### config.mk
export PLATFORM = sky130hd
export DESIGN_NAME = gmii_rx_framer
export DESIGN_NICKNAME = d
export VERILOG_FILES = /design/src/rtl/gmii_rx_framer.sv
export SDC_FILE = /design/constraint.sdc
export NUM_CORES = 1
export LEC_CHECK = 0
export BUFFER_PORTS_ARGS = -buffer_cell sky130_fd_sc_hd__buf_2
export CAP_MARGIN = 10
export CORE_UTILIZATION = 45
export CTS_CLUSTER_DIAMETER = 60
export DETAILED_ROUTE_END_ITERATION = 10
export PLACE_DENSITY = 0.62
export REMOVE_ABC_BUFFERS = 1
export SYNTH_ARGS = -nofsm -noshare
export SYNTH_HDL_FRONTEND = slang
export SYNTH_SLANG_ARGS = --single-unit
### constraint.sdc
create_clock -name clk_125mhz -period 1.8 [get_ports clk_125mhz]
set_input_delay 0 -clock clk_125mhz [delete_from_list [all_inputs] [get_ports clk_125mhz]]
set_output_delay 0 -clock clk_125mhz [all_outputs]
set_load 0.05 [all_outputs]
### src/rtl/gmii_rx_framer.sv
// GMII receive framer: strips preamble/SFD, checks length and CRC-32, and emits payload with sop/eop/err plus stat pulses.
// Latency: payload byte k is registered on the edge that samples byte k+5; eop and stat pulses are registered on the first dv-low edge.
// Backpressure: none; the GMII stream cannot be stalled, so the output must always be accepted.
module gmii_rx_framer #(
  parameter int MIN_FRAME = 64,
  parameter int MAX_FRAME = 1522
) (
  input  logic       clk_125mhz,
  input  logic       rst_n,
  input  logic [7:0] gmii_rxd,
  input  logic       gmii_rx_dv,
  input  logic       gmii_rx_err,
  output logic [7:0] out_data,
  output logic       out_valid,
  output logic       out_sop,
  output logic       out_eop,
  output logic       out_err,
  output logic       stat_good,
  output logic       stat_crc_err,
  output logic       stat_len_err,
  output logic       stat_phy_err,
  output logic       stat_pre_err
);

  typedef enum logic [1:0] {IDLE, PREAMBLE, DATA, DROP} state_t;

  localparam logic [31:0] CRC_RESIDUE = 32'hDEBB20E3;
  localparam logic [13:0] MIN_LEN     = 14'(MIN_FRAME);
  localparam logic [13:0] MAX_LEN     = 14'(MAX_FRAME);

  function automatic logic [31:0] crc_byte(input logic [31:0] c, input logic [7:0] d);
    logic [31:0] r;
    r = c ^ {24'h0, d};
    for (int i = 0; i < 8; i++)
      r = r[0] ? ((r >> 1) ^ 32'hEDB88320) : (r >> 1);
    return r;
  endfunction

  state_t      state, state_nxt;
  logic        pre_err_nxt;
  logic [31:0] crc;
  logic [13:0] len;
  logic        phy;
  logic [31:0] fcs_sr;
  logic [2:0]  sr_cnt;
  logic [7:0]  p_dat;
  logic        p_vld;
  logic        first;
  logic        sfd, frame_end, len_bad, crc_bad;

  always_ff @(posedge clk_125mhz or negedge rst_n) begin
    if (!rst_n) state <= IDLE;
    else        state <= state_nxt;
  end

  always_comb begin
    state_nxt   = state;
    pre_err_nxt = 1'b0;
    case (state)
      IDLE: begin
        if (gmii_rx_dv) begin
          if (!gmii_rx_err && gmii_rxd == 8'h55)      state_nxt = PREAMBLE;
          else if (!gmii_rx_err && gmii_rxd == 8'hD5) state_nxt = DATA;
          else begin
            state_nxt   = DROP;
            pre_err_nxt = 1'b1;
          end
        end
      end
      PREAMBLE: begin
        if (!gmii_rx_dv)                            state_nxt = IDLE;
        else if (!gmii_rx_err && gmii_rxd == 8'h55) state_nxt = PREAMBLE;
        else if (!gmii_rx_err && gmii_rxd == 8'hD5) state_nxt = DATA;
        else begin
          state_nxt   = DROP;
          pre_err_nxt = 1'b1;
        end
      end
      DATA:    if (!gmii_rx_dv) state_nxt = IDLE;
      DROP:    if (!gmii_rx_dv) state_nxt = IDLE;
      default: state_nxt = IDLE;
    endcase
  end

  always_comb begin
    sfd       = (state != DATA) && (state_nxt == DATA);
    frame_end = (state == DATA) && !gmii_rx_dv;
    len_bad   = (len < MIN_LEN) || (len > MAX_LEN);
    crc_bad   = (crc != CRC_RESIDUE);
  end

  // Four-byte holding register keeps the FCS out of the payload; P is the next byte to emit.
  always_ff @(posedge clk_125mhz or negedge rst_n) begin
    if (!rst_n) begin
      crc          <= 32'hFFFFFFFF;
      len          <= '0;
      phy          <= 1'b0;
      fcs_sr       <= '0;
      sr_cnt       <= '0;
      p_dat        <= '0;
      p_vld        <= 1'b0;
      first        <= 1'b0;
      out_data     <= '0;
      out_valid    <= 1'b0;
      out_sop      <= 1'b0;
      out_eop      <= 1'b0;
      out_err      <= 1'b0;
      stat_good    <= 1'b0;
      stat_crc_err <= 1'b0;
      stat_len_err <= 1'b0;
      stat_phy_err <= 1'b0;
      stat_pre_err <= 1'b0;
    end else begin
      out_valid    <= 1'b0;
      out_sop      <= 1'b0;
      out_eop      <= 1'b0;
      out_err      <= 1'b0;
      stat_good    <= 1'b0;
      stat_crc_err <= 1'b0;
      stat_len_err <= 1'b0;
      stat_phy_err <= 1'b0;
      stat_pre_err <= pre_err_nxt;
      if (sfd) begin
        crc    <= 32'hFFFFFFFF;
        len    <= '0;
        phy    <= 1'b0;
        sr_cnt <= '0;
        p_vld  <= 1'b0;
        first  <= 1'b1;
      end else if (state == DATA && gmii_rx_dv) begin
        crc    <= crc_byte(crc, gmii_rxd);
        if (len != 14'h3FFF) len <= len + 14'd1;
        if (gmii_rx_err) phy <= 1'b1;
        fcs_sr <= {fcs_sr[23:0], gmii_rxd};
        if (sr_cnt == 3'd4) begin
          p_dat <= fcs_sr[31:24];
          p_vld <= 1'b1;
        end else begin
          sr_cnt <= sr_cnt + 3'd1;
        end
        if (p_vld) begin
          out_data  <= p_dat;
          out_valid <= 1'b1;
          out_sop   <= first;
          first     <= 1'b0;
        end
      end else if (frame_end) begin
        if (p_vld) begin
          out_data  <= p_dat;
          out_valid <= 1'b1;
          out_sop   <= first;
          out_eop   <= 1'b1;
          out_err   <= phy | len_bad | crc_bad;
        end
        // Exactly one status pulse per frame, phy > len > crc > good.
        stat_phy_err <= phy;
        stat_len_err <= !phy && len_bad;
        stat_crc_err <= !phy && !len_bad && crc_bad;
        stat_good    <= !phy && !len_bad && !crc_bad;
        p_vld        <= 1'b0;
        first        <= 1'b0;
      end
    end
  end

endmodule

==> summary.md <==
| Metric | Value |
|---|---|
| Crit-path slowest cell | `dfstp_2` |
| CTS tree | `yes` |
| Most common flop cell mapped by yosys | `dfrtp_1` |
| Post-synth top area share | `0.349` |
| Nets | `596` |
| Max cap viols | `0` |
| EDFF count, synth | `0` |
| Drt pass-1 iters | `4` |
| Critical path, cell by cell | `or4b_1 -> nor4_2 -> nand3_2 -> o31a_1` |
| Initial antenna violation count | `0` |
| Die area | `13100 sq um` |
| Share of layout cells above drive strength 1 | `0.283` |
| I/O pins | `29` |
| Min-Delay Path Class | `input pin to async pin` |
| Clock sinks | `111` |
| # port buffers | `28` |
| CORE AREA | `12200 sq um` |
| CP endpoint kind | `flop` |
| Vias per inst | `5.22` |
| Antenna Nets Post-Route | `0` |
| Unique masters post-synth | `54` |
| Post-synthesis sequential area ratio | `0.497` |
| Util after Layout | `0.554` |
| All-Layer GR Usage | `0.200` |
| Vias | `3939` |
| CTS max path bufs | `2` |
| Status | `complete, but fails checks` |
| DP Wirelength | `8190 microns` |
| Violated checks | `setup timing` |
| # setup viols final | `2` |
| Root buffer cell | `clkbuf_16` |
| DRC Markers | `0` |
| WL final | `11800 microns` |
| Non-filler cells, final | `754` |
| Setup ws final | `-0.0453 ns` |
| RD Place Congestion | `0.818` |
| Clk slew on worst S/H paths | `0.07 ns` |
| CP max stage delay | `0.53 ns` |
| Peak VDD IR | `1080 uV` |
| FILL cells | `1032` |
| Worst Skew | `0.00865 ns` |
| Tcrit/Tclk final | `1.03` |
| FF+latch count, synth | `111` |
| Critical setup path kind | `flop to flop` |
| Clock latency on the worst-skew pair | `0.35 ns` |
| Starting Density | `0.466` |
| Post-synth top area cell | `dfrtp_1` |
| PwrDens | `1840 nW/um^2` |
| Die Span Y | `114 microns` |
| Critical Path RT | `2.03 ns` |
| Drt initial violations | `146` |
| Slew margin rel. | `0.675` |
| First-pass GRT wire length | `20000 microns` |
| Die W | `114 microns` |
| CP top delay family | `simple AND/OR/NAND/NOR gates` |
| Total CTS buffers | `9` |
| N_diodes | `0` |
| Yosys warnings | `0` |
| Slew Limit Fails | `0` |
| Gate Count Post-Synth | `510` |
| Drt wl/cell | `15.7 microns` |
| Critical-path maximum fanout | `3` |
| RSZ-0062 raised after global routing | `true` |
| Cell area after synthesis | `5670 sq um` |
| GRT Residual Overflow | `0` |
| FFs w/ async S/R, synth | `1.00` |
| Crit start category | `flop` |
| Pin count of the biggest net entering global routing | `61` |
| Row count | `40` |
| Post-layout minimum cycle time | `1.85 ns` |
| Syn avg cell area | `11.1 sq um` |
| Final hold slack | `0.149 ns` |
| Worst-margin pin slew | `0.482 ns` |
| Lkg Pwr | `0.00319 uW` |
| Worst reg2reg path depth | `4` |
| H-tree depth | `3` |
| Buf+Inv Stages, Crit Path | `0` |
| CP Depth | `4` |
| Crit path arrival time | `2.08 ns` |
| Largest cells by area after synthesis | `dfrtp_1 (35%), dfstp_2 (15%), nand2_1 (8.6%)` |
| Area growth syn-to-layout | `18.8%` |
| Fmax | `0.542 GHz` |
| Fin. Hold Viols | `0` |
| Vias in the first global route | `3913` |
| Placed insts | `722` |
-- final timing paths --
path / startpoint / end / slack (ns)
worst max-delay path: crc[13]$_DFFE_PN1P_ / out_err$_DFF_PN0_ / -0.05
worst min-delay path: rst_n / fcs_sr[22]$_DFFE_PN0P_ / 0.15
worst max register to register: crc[13]$_DFFE_PN1P_ / out_err$_DFF_PN0_ / -0.05
worst min register to register: fcs_sr[10]$_DFFE_PN0P_ / fcs_sr[18]$_DFFE_PN0P_ / 0.46
max in group asynchronous: rst_n / len[1]$_DFFE_PN0P_ / 0.95
min in group clk_125mhz: gmii_rxd[5] / fcs_sr[5]$_DFFE_PN0P_ / 0.46
-- kinds of logic (layout without fill, tap and decap cells) --
| family | Yosys count | after routing | synth area share |
|---|---|---|---|
| AO/OA/AOI/OAI | 67 | 67 | 0.0814 |
| AND/OR/NAND/NOR | 209 | 209 | 0.171 |
| adder cells (fa/ha/maj) | 3 | 3 | 0.00662 |
| multiplexers | 19 | 19 | 0.0371 |
| flip-flops | 111 | 111 | 0.497 |
| buffers and inverters | 34 | 110 | 0.0305 |
| XOR/XNOR | 67 | 67 | 0.176 |
-- flip-flops by register name (all words and copies together), names as in the netlist --
signal / flops
stat_len_err: 1
out_sop: 1
stat_phy_err: 1
state: 2
p_vld: 1
phy: 1
fcs_sr: 32
crc: 32
out_data: 8
p_dat: 8
out_err: 1
out_valid: 1
stat_pre_err: 1
len: 14
first: 1
sr_cnt: 3
stat_good: 1
out_eop: 1
stat_crc_err: 1
-- cells in the mapped netlist (2+ instances only) --
library cell and number:
a21oi_1 11, a22oi_1 7, a2bb2oi_1 4, a31oi_1 2, and3_1 3, and4_1 5
buf_6 2, clkbuf_1 22, clkbuf_8 2, dfrtp_1 79, dfstp_2 32, ha_1 3
inv_1 6, mux2_2 16, mux2i_1 3, nand2_1 130, nand3_1 12, nand4_1 7
nand4b_1 4, nor2_1 19, nor2b_1 2, nor3_1 3, nor3b_1 2, nor4_1 5
o211ai_1 21, o21ai_0 10, o31a_1 2, o31ai_1 3, or3_1 5, or4_1 4
xnor2_1 23, xnor2_2 6, xnor2_4 5, xnor3_1 16, xor2_1 14, xor2_4 2
-- cell usage in the layout (no fill, tap or decap), types with 3 or more instances in the layout --
cell,count
a2bb2oi_1,4
xnor3_1,16
inv_1,6
xnor2_1,23
o21ai_0,10
xnor2_2,4
nand4b_1,4
or3_1,5
mux2_2,16
nand3_1,11
and4_1,4
nor3_1,3
nand2_1,129
or4_1,3
nand4_1,7
dfrtp_1,79
and3_1,3
buf_4,46
a22oi_1,7
dlygate4sd3_1,11
nor2_1,19
nor4_1,3
o31ai_1,3
dfstp_2,32
ha_1,3
clkbuf_16,9
a21oi_1,11
mux2i_1,3
xnor2_4,7
buf_2,27
o211ai_1,21
xor2_1,13
-- routing by layer --
metal | part of all wire | global-route usage
met5 | 0 | 0
met4 | 0.019 | 0.0736
met1 | 0.49 | 0.277
met2 | 0.47 | 0.319
met3 | 0.019 | 0.0318
-- power breakdown --
group          internal (uW)  switching, uW  total (uW)
sequential              3540            656        4190
clock                   1020            906        1930
combinational           3610           2660        6270
-- metrics by stage --
stage               area, sq um  TNS [ns]  power [uW]  setup slack, ns
floorplan                  5520    -55.51        8670            -1.41
global placement           6230   -0.0535       10100          -0.0374
detailed placement         6230   -0.0834       10300          -0.0286
CTS                        6660   -0.0570       12300          -0.0534
global route               6730    -0.230       13200          -0.0769
finish                     6730   -0.0543       12400          -0.0453
-- final cells by class --
type	count	area [sq um]	share of cell area
Clock buffer	12	256	0.0381
Clock inverter	4	28.8	0.00427
Inverter	6	22.5	0.00335
Multi-Input combinational cell	365	2740	0.408
Sequential cell	111	2820	0.419
Tap cell	168	210	0.0312
Timing Repair Buffer	88	653	0.0970
-- timing repair --
| action | in CTS | in global routing |
|---|---|---|
| resized for setup | 3 | 10 |
| setup buffers | 1 | 4 |
| endpoints found under the hold margin | 42 | 0 |
| hold buffers | 11 | 0 |
| pin swaps | 3 | 7 |
| setup endpoints to repair | 6 | 18 |
Note: power is estimated with default switching activity, not from simulation.
